==> config.mk <==
export PLATFORM = sky130hd
export DESIGN_NAME = mux_arbitrado
export DESIGN_NICKNAME = d
export VERILOG_FILES = /design/src/rtl/mux_arbitrado_pkg.sv /design/src/rtl/mux_arbitrado_arbitro_rodizio.sv /design/src/rtl/mux_arbitrado.sv
export SDC_FILE = /design/constraint.sdc
export NUM_CORES = 1
export LEC_CHECK = 0
export CORE_AREA = 2 2 51 57
export DETAILED_ROUTE_END_ITERATION = 6
export DIE_AREA = 0 0 53 59
export DONT_BUFFER_PORTS = 1
export PLACE_DENSITY = 0.47
export SLEW_MARGIN = 10
export SYNTH_ARGS = -nofsm -noshare
export SYNTH_HDL_FRONTEND = slang
export SYNTH_SLANG_ARGS = --single-unit
==> constraint.sdc <==
create_clock -name clock -period 1.9 [get_ports clock]
set_input_delay 0.285 -clock clock [delete_from_list [all_inputs] [get_ports clock]]
set_output_delay 0.285 -clock clock [all_outputs]
set_load 0.05 [all_outputs]
==> src/rtl/mux_arbitrado_pkg.sv <==
// Shared definitions for the arbitrated N:1 selector: mode codes, output-register states
// and the select-width helper.
package mux_arbitrado_pkg;

  localparam int unsigned MODO_DIRETO     = 0;
  localparam int unsigned MODO_PRIORIDADE = 1;
  localparam int unsigned MODO_RODIZIO    = 2;

  typedef enum logic {
    VAZIO = 1'b0,
    CHEIO = 1'b1
  } estado_t;

  // Width of a channel index; never below one bit.
  function automatic int unsigned sel_largura(input int unsigned canais);
    return (canais > 2) ? $clog2(canais) : 1;
  endfunction

endpackage

==> src/rtl/mux_arbitrado_arbitro_rodizio.sv <==
// Rotating-start first-valid search. It becomes a fixed-priority arbiter when ponteiro is tied to 0.
module arbitro_rodizio
  import mux_arbitrado_pkg::*;
#(
  parameter  int unsigned CANAIS = 4,
  localparam int unsigned SELW   = sel_largura(CANAIS)
) (
  input  logic [CANAIS-1:0] valido,
  input  logic [SELW-1:0]   ponteiro,
  input  logic              habilita,
  output logic [CANAIS-1:0] concessao,
  output logic [SELW-1:0]   indice,
  output logic              achou
);

  int unsigned idx;

  // Walk from ponteiro upward, wrap once, and keep the first requester found.
  always_comb begin
    concessao = '0;
    indice    = '0;
    achou     = 1'b0;
    idx       = 0;
    if (habilita) begin
      for (int unsigned k = 0; k < CANAIS; k++) begin
        idx = 32'(ponteiro) + k;
        if (idx >= CANAIS) begin
          idx = idx - CANAIS;
        end
        if (!achou && valido[SELW'(idx)]) begin
          achou                  = 1'b1;
          indice                 = SELW'(idx);
          concessao[SELW'(idx)]  = 1'b1;
        end
      end
    end
  end

endmodule

==> src/rtl/mux_arbitrado.sv <==
// N:1 selector with a valid/ready handshake on every channel. It offers direct, fixed-priority and
// round-robin selection and has a one-entry registered output with backpressure.
module mux_arbitrado
  import mux_arbitrado_pkg::*;
#(
  parameter  int unsigned WIDTH  = 8,
  parameter  int unsigned CANAIS = 4,
  parameter  int unsigned MODO   = MODO_DIRETO,
  localparam int unsigned SELW   = sel_largura(CANAIS)
) (
  input  logic                    clock,
  input  logic                    reset,
  input  logic [SELW-1:0]         controle,
  input  logic [CANAIS*WIDTH-1:0] entrada,
  input  logic [CANAIS-1:0]       valido,
  output logic [CANAIS-1:0]       pronto,
  output logic [WIDTH-1:0]        saida,
  output logic                    saida_valida,
  input  logic                    saida_pronta,
  output logic [SELW-1:0]         canal_sel
);

  logic [WIDTH-1:0]  canais [CANAIS];
  estado_t           estado, estado_prox;
  logic [SELW-1:0]   ponteiro, ptr_arb, indice_arb, g;
  logic [CANAIS-1:0] conc_arb, concessao;
  logic              achou_arb, tem_grant, livre, habilita, controle_ok;

  for (genvar i = 0; i < CANAIS; i++) begin : g_canal
    assign canais[i] = entrada[i*WIDTH +: WIDTH];
  end

  assign saida_valida = (estado == CHEIO);
  assign livre        = !saida_valida || saida_pronta;
  assign habilita     = reset && livre;
  assign ptr_arb      = (MODO == MODO_RODIZIO) ? ponteiro : '0;
  assign controle_ok  = 32'(controle) < CANAIS;

  arbitro_rodizio #(.CANAIS(CANAIS)) u_arbitro (
    .valido    (valido),
    .ponteiro  (ptr_arb),
    .habilita  (habilita),
    .concessao (conc_arb),
    .indice    (indice_arb),
    .achou     (achou_arb)
  );

  // Any mode code other than direct or round-robin falls back to the priority arbiter.
  always_comb begin
    concessao = '0;
    g         = '0;
    tem_grant = 1'b0;
    if (MODO == MODO_DIRETO) begin
      if (habilita && controle_ok && valido[controle]) begin
        concessao[controle] = 1'b1;
        g                   = controle;
        tem_grant           = 1'b1;
      end
    end else begin
      concessao = conc_arb;
      g         = indice_arb;
      tem_grant = achou_arb;
    end
  end

  assign pronto = concessao;

  always_ff @(posedge clock) begin
    if (!reset) begin
      estado <= VAZIO;
    end else begin
      estado <= estado_prox;
    end
  end

  // A full register empties only when the consumer takes the word and no new word replaces it.
  always_comb begin
    estado_prox = estado;
    case (estado)
      VAZIO:   if (tem_grant) estado_prox = CHEIO;
      CHEIO:   if (saida_pronta) estado_prox = tem_grant ? CHEIO : VAZIO;
      default: estado_prox = VAZIO;
    endcase
  end

  always_ff @(posedge clock) begin
    if (!reset) begin
      saida     <= '0;
      canal_sel <= '0;
      ponteiro  <= '0;
    end else if (tem_grant) begin
      saida     <= canais[g];
      canal_sel <= g;
      if (MODO == MODO_RODIZIO) begin
        ponteiro <= (32'(g) == CANAIS - 1) ? '0 : g + SELW'(1);
      end
    end
  end

endmodule

# Word level (Yosys, flattened, before mapping)
# Cells that the tools add are included.
[classes]
add_sub_neg = 0
multipliers = 0
div_mod_pow = 0
order_cmp = 3
n_eq_ne = 0
n_shift = 0
mux = 13
bitwise = 2
n_reduce_logical = 5
[op_table]
columns = ["op", "count"]
rows = [
  ["binary-select mux 8 bit (select 2 bit)", 1],
  ["two-way mux 8 bit", 2],
  ["two-way mux 1 bit", 5],
  ["two-way mux 4 bit", 1],
  [">= comparator 3 bit, second input constant", 1],
  ["logical AND 1 bit", 3],
  ["less-than comparator 2 x 3 -> 1 bit, second input constant", 1],
  ["NOT 2 -> 3 bit", 1],
  ["binary-select mux 1 bit (select 2 bit)", 1],
  ["demux 1 bit (select 2 bit)", 1],
  [">= comparator 2 x 1 -> 1 bit, second input constant", 1],
  ["two-way mux 2 bit", 1],
  ["case mux 1 bit (2 select lines)", 1],
  ["logical NOT 1 bit", 1],
  ["logical OR 1 bit", 1],
  ["NOT 1 bit", 1],
]
[word_totals]
ff_bits = 11
latchBits = 0
ram_bits = 0
mem_bits_ro = 0
input_bits = 41
output_inout_bits = 15
wordCells = 26
mem_count = 0

# Longest topological paths before layout
[logic_depth]
ltp_word = 9
mapped_depth = 6

# Worst setup path before layout
# OpenSTA, ideal clock, no wires.
[synth_timing]
path_type = "input to output"
startpoint = "input port controle[0]"
endpoint = "output port pronto[0]"
arrival_ps = 2190
required_time_ps = 1615
path_slack_ps = -575
path_stages = 5
path_cell_list = "buf_6 > mux4_2 > and3_4 > buf_6 > nor3b_1"
[synth_between]
elab_chain_cells = 5
word_cells_on_any_way = 9
[synth_rtl]
columns = ["element", "line", "text"]
rows = [
  ["from (decl)", "mux_arbitrado.sv:13", "input logic [SELW-1:0] controle,"],
  ["less-than comparator 2 x 3 -> 1 bit (implied by the code) / >= comparator 2 x 1 -> 1 bit (equally long branches)", "mux_arbitrado.sv:55", "concessao[controle] = 1'b1;"],
  ["logical AND 1 bit (implied by the code)", "mux_arbitrado.sv:55", ""],
  ["two-way mux 1 bit (implied by the code)", "mux_arbitrado.sv:55", ""],
  ["demux 1 bit (select 2 bit)", "mux_arbitrado.sv:55", ""],
  ["two-way mux 4 bit *", "mux_arbitrado.sv:54", "if (habilita && controle_ok && valido[controle]) begin"],
  ["to (decl)", "mux_arbitrado.sv:16", "output logic [CANAIS-1:0] pronto,"],
]
# Every way passes the cells marked *; elsewhere a longest branch is shown, timed or not. The select of a mux whose other input is x is not followed.

# Worst setup path in the final report
[layout_timing]
startpoint = "register estado, in the netlist saida_valida"
endpoint = "output port pronto[3]"
[layout_between]
elab_chain_cells = 5
[layout_rtl]
columns = ["element", "line", "text"]
rows = [
  ["from (decl)", "mux_arbitrado.sv:24", "estado_t estado, estado_prox;"],
  ["from (signal assigned)", "mux_arbitrado.sv:72", "estado <= estado_prox;"],
  ["logical NOT 1 bit", "mux_arbitrado.sv:34", "assign livre = !saida_valida || saida_pronta;"],
  ["logical OR 1 bit", "mux_arbitrado.sv:34", ""],
  ["logical AND 1 bit", "mux_arbitrado.sv:35", "assign habilita = reset && livre;"],
  ["logical AND 1 bit", "mux_arbitrado.sv:54", ""],
  ["two-way mux 4 bit", "mux_arbitrado.sv:54", ""],
]
# No other way between the ends.

==> results.md <==
* Worst slew margin at 61.86%
* Core Area at 0.002496 mm²
* Clk_lat worst skew at 0.26 ns
* Initial Utilization at 29.37%
* Via density at 5.554
* Total power at 649.7 µW
* Layout area overhead at 11.43%
* Reg clk slew, reported paths at 0.07 ns
* Final nets at 132
* Switching power at 252.0 µW
* Total gr overflow at 0
* Fillers at 284
* DR DRC count at 0
* Detail Route Antenna Nets at 0
* Buf+Inv Stages, Crit Path at 1
* WHS at 0.1577 ns
* Max Slew Vio Count at 0
* Synth Area per Inst at 8.526 µm²
* CP required at 1.62 ns
* Area of the multi-input gates at 479.2 µm²
* Critical path class: register to output port
* Antenna cell count at 0
* Initial drt markers at 11
* DP Wirelength at 1.564 mm
* Synth top cells by count: 18 x nand2_1, 11 x dfxtp_1, 9 x mux2i_1
* Hold Fails Final Rpt at 0
* CTS H-tree depth at 1
* Switch share at 38.79%
* Top layer in use: met4
* Crit path capture type: output port
* Number of global-route vias before repair at 661
* CP Max Fanout at 10
* Outcome: complete, no violations
* Post-synthesis cell area at 733.2 µm²
* Pre-antenna DRT Iters at 4
* Layout Skew at 0.0005716 ns
* VDD IR max at 0.3157 mV
* Hold_buf cts at 0
* Root Buffer: clkbuf_4
* Synth Net Count at 127
* Sequential fraction of the synthesis area at 30.03%
* Final WL at 2.149 mm
* Die Area at 0.003127 mm²
* Critical-path cell list: nand2b_1, and3_4, nand2_1, nor2_1, buf_4
* Met1 wire length at 894 µm
* Vias after detailed routing at 672
* Library cells used by synthesis at 23
* CP top delay family: simple AND/OR/NAND/NOR gates
* MaxCap Viol Count at 0
* PD cells at 795.2 mW/mm²
* Tmin final at 1.735 ns
* Top area cells in the synthesized netlist: dfxtp_1 30%, mux2i_1 12%, o32a_1 11%
* WL/cell at 17.76 µm
* Post-CTS setup buffers at 0
* Main flop type after synthesis: dfxtp_1
* CTS buffer count at 3
* Area of placed instances at 783.3 µm²
* Largest net degree at the start of global routing at 21
* RSZ-0062 raised after global routing: no
* Final setup violation count at 0
* Clk buf depth at 2
* Clk sink count at 11
* CTS resizes at 0
* Most frequent cell after synthesis: nand2_1
* Clock share of power at 24.3%
* CP startpoint kind: register
* CTS tree: yes
* Area leader, netlist: dfxtp_1
* Final instance area at 817.0 µm²
* Share of cells above drive strength 1 at 17.78%
* Die width at 53 µm
* P_leak at 0.3042 nW
* Async S/R FF share, synth at 0%
* Int Pwr at 397.7 µW
* Total number of yosys warnings at 0
* Cell count after synthesis at 86
* Die H at 59 µm
* EDFF count, synth at 0
* # port buffers at 0
* Final period util at 91.30%
* Tightest Pin Transition at 0.5713 ns
* Top-area cell type share of the netlist area at 30.03%
* Initial antenna violation count at 0
* Row count at 19
* Boundary pin count at 56
* Flop pwr share at 55.8%
* Reg area at 220.2 µm²
* WL met2 at 1.040 mm
* Combinational share of power at 19.9%
* Max Clock Freq at 576.5 MHz
* GRT Total Usage at 13.52%
* Met3 wire length at 194 µm
* Critical path's slowest cell: dfxtp_1
* Synthesized flop and latch total at 11
* Critical path arrival at 1.45 ns
* Global-route wire length before repair at 3.105 mm
* Min-Delay Path Class: input pin to register
* Max stage delay on crit path at 0.31 ns
* GPL Wtd Cong at 0.7007
## cell families (layout without fill, tap and decap cells)
group,Yosys count,count (layout),synth area share (%)
multiplexers,10,10,15.36
flip-flops,11,11,30.03
buffers and inverters,9,12,6.995
AO/OA/AOI/OAI,27,27,27.82
AND/OR/NAND/NOR,29,30,19.79
## per-layer routing
metal / global-route usage [%] / vias to the layer above
met3: 2.273 / 2
met5: 0 / -
met4: 6.593 / 0
met2: 23.21 / 37
li1: - / 331
met1: 16.11 / 302
## registers in the layout, indices dropped and copies added (netlist names)
name / count
saida: 8
canal_sel: 2
saida_valida: 1
## stage by stage
stage | util, % | instances | worst slack (ns) | setup TNS, ns
2_1_floorplan | - | 86 | -0.1754 | -0.5078
6_report | 32.73 | 121 | 0.1653 | 0
4_1_cts | 32.43 | 120 | 0.09831 | 0
3_5_place_dp | 31.38 | 116 | 0.1742 | 0
5_1_grt | 32.73 | 121 | 0.05420 | 0
3_3_place_gp | 31.38 | 116 | 0.1943 | 0
## power by group through the flow
stage	clock (mW)	sequential, mW	combinational, mW
2_1_floorplan	0	0.370	0.111
3_3_place_gp	0	0.370	0.126
3_5_place_dp	0	0.370	0.128
4_1_cts	0.163	0.365	0.128
5_1_grt	0.170	0.368	0.143
6_report	0.158	0.363	0.129
## layout make-up
class	instances	area share (%)
Sequential cell	11	26.95
Clock buffer	4	3.216
Tap cell	31	4.747
Multi-Input combinational cell	67	58.65
Timing Repair Buffer	6	5.513
Inverter	2	0.9188
## cells in the final DEF (no fill, tap or decap)
| cell type | n |
|---|---|
| nand2_1 | 18 |
| dfxtp_1 | 11 |
| mux2i_1 | 9 |
| o32a_1 | 8 |
| o211ai_1 | 8 |
| o21ai_0 | 7 |
| buf_4 | 6 |
| clkbuf_4 | 3 |
| nand2b_1 | 2 |
| nor2_1 | 2 |
| nor3b_2 | 2 |
| o21ai_1 | 2 |
| nand3_1 | 2 |
| mux4_2 | 1 |
| and3_4 | 1 |
| clkinv_1 | 1 |
| nand3b_1 | 1 |
| inv_1 | 1 |
| a21boi_0 | 1 |
| nand2b_4 | 1 |
| a21boi_2 | 1 |
| clkbuf_1 | 1 |
| and3_2 | 1 |
## path summary, 6_finish.rpt
| path | start | slack (ns) | depth (start not counted) | end |
|---|---|---|---|---|
| max | saida_valida | 0.17 | 5 | pronto[3] |
| min | reset | 0.16 | 2 | saida[1] |
| max reg2reg | saida_valida | 0.63 | 4 | saida[6] |
| min reg2reg | saida_valida | 0.64 | 2 | saida_valida |
Power figures use the tool's default switching activity.
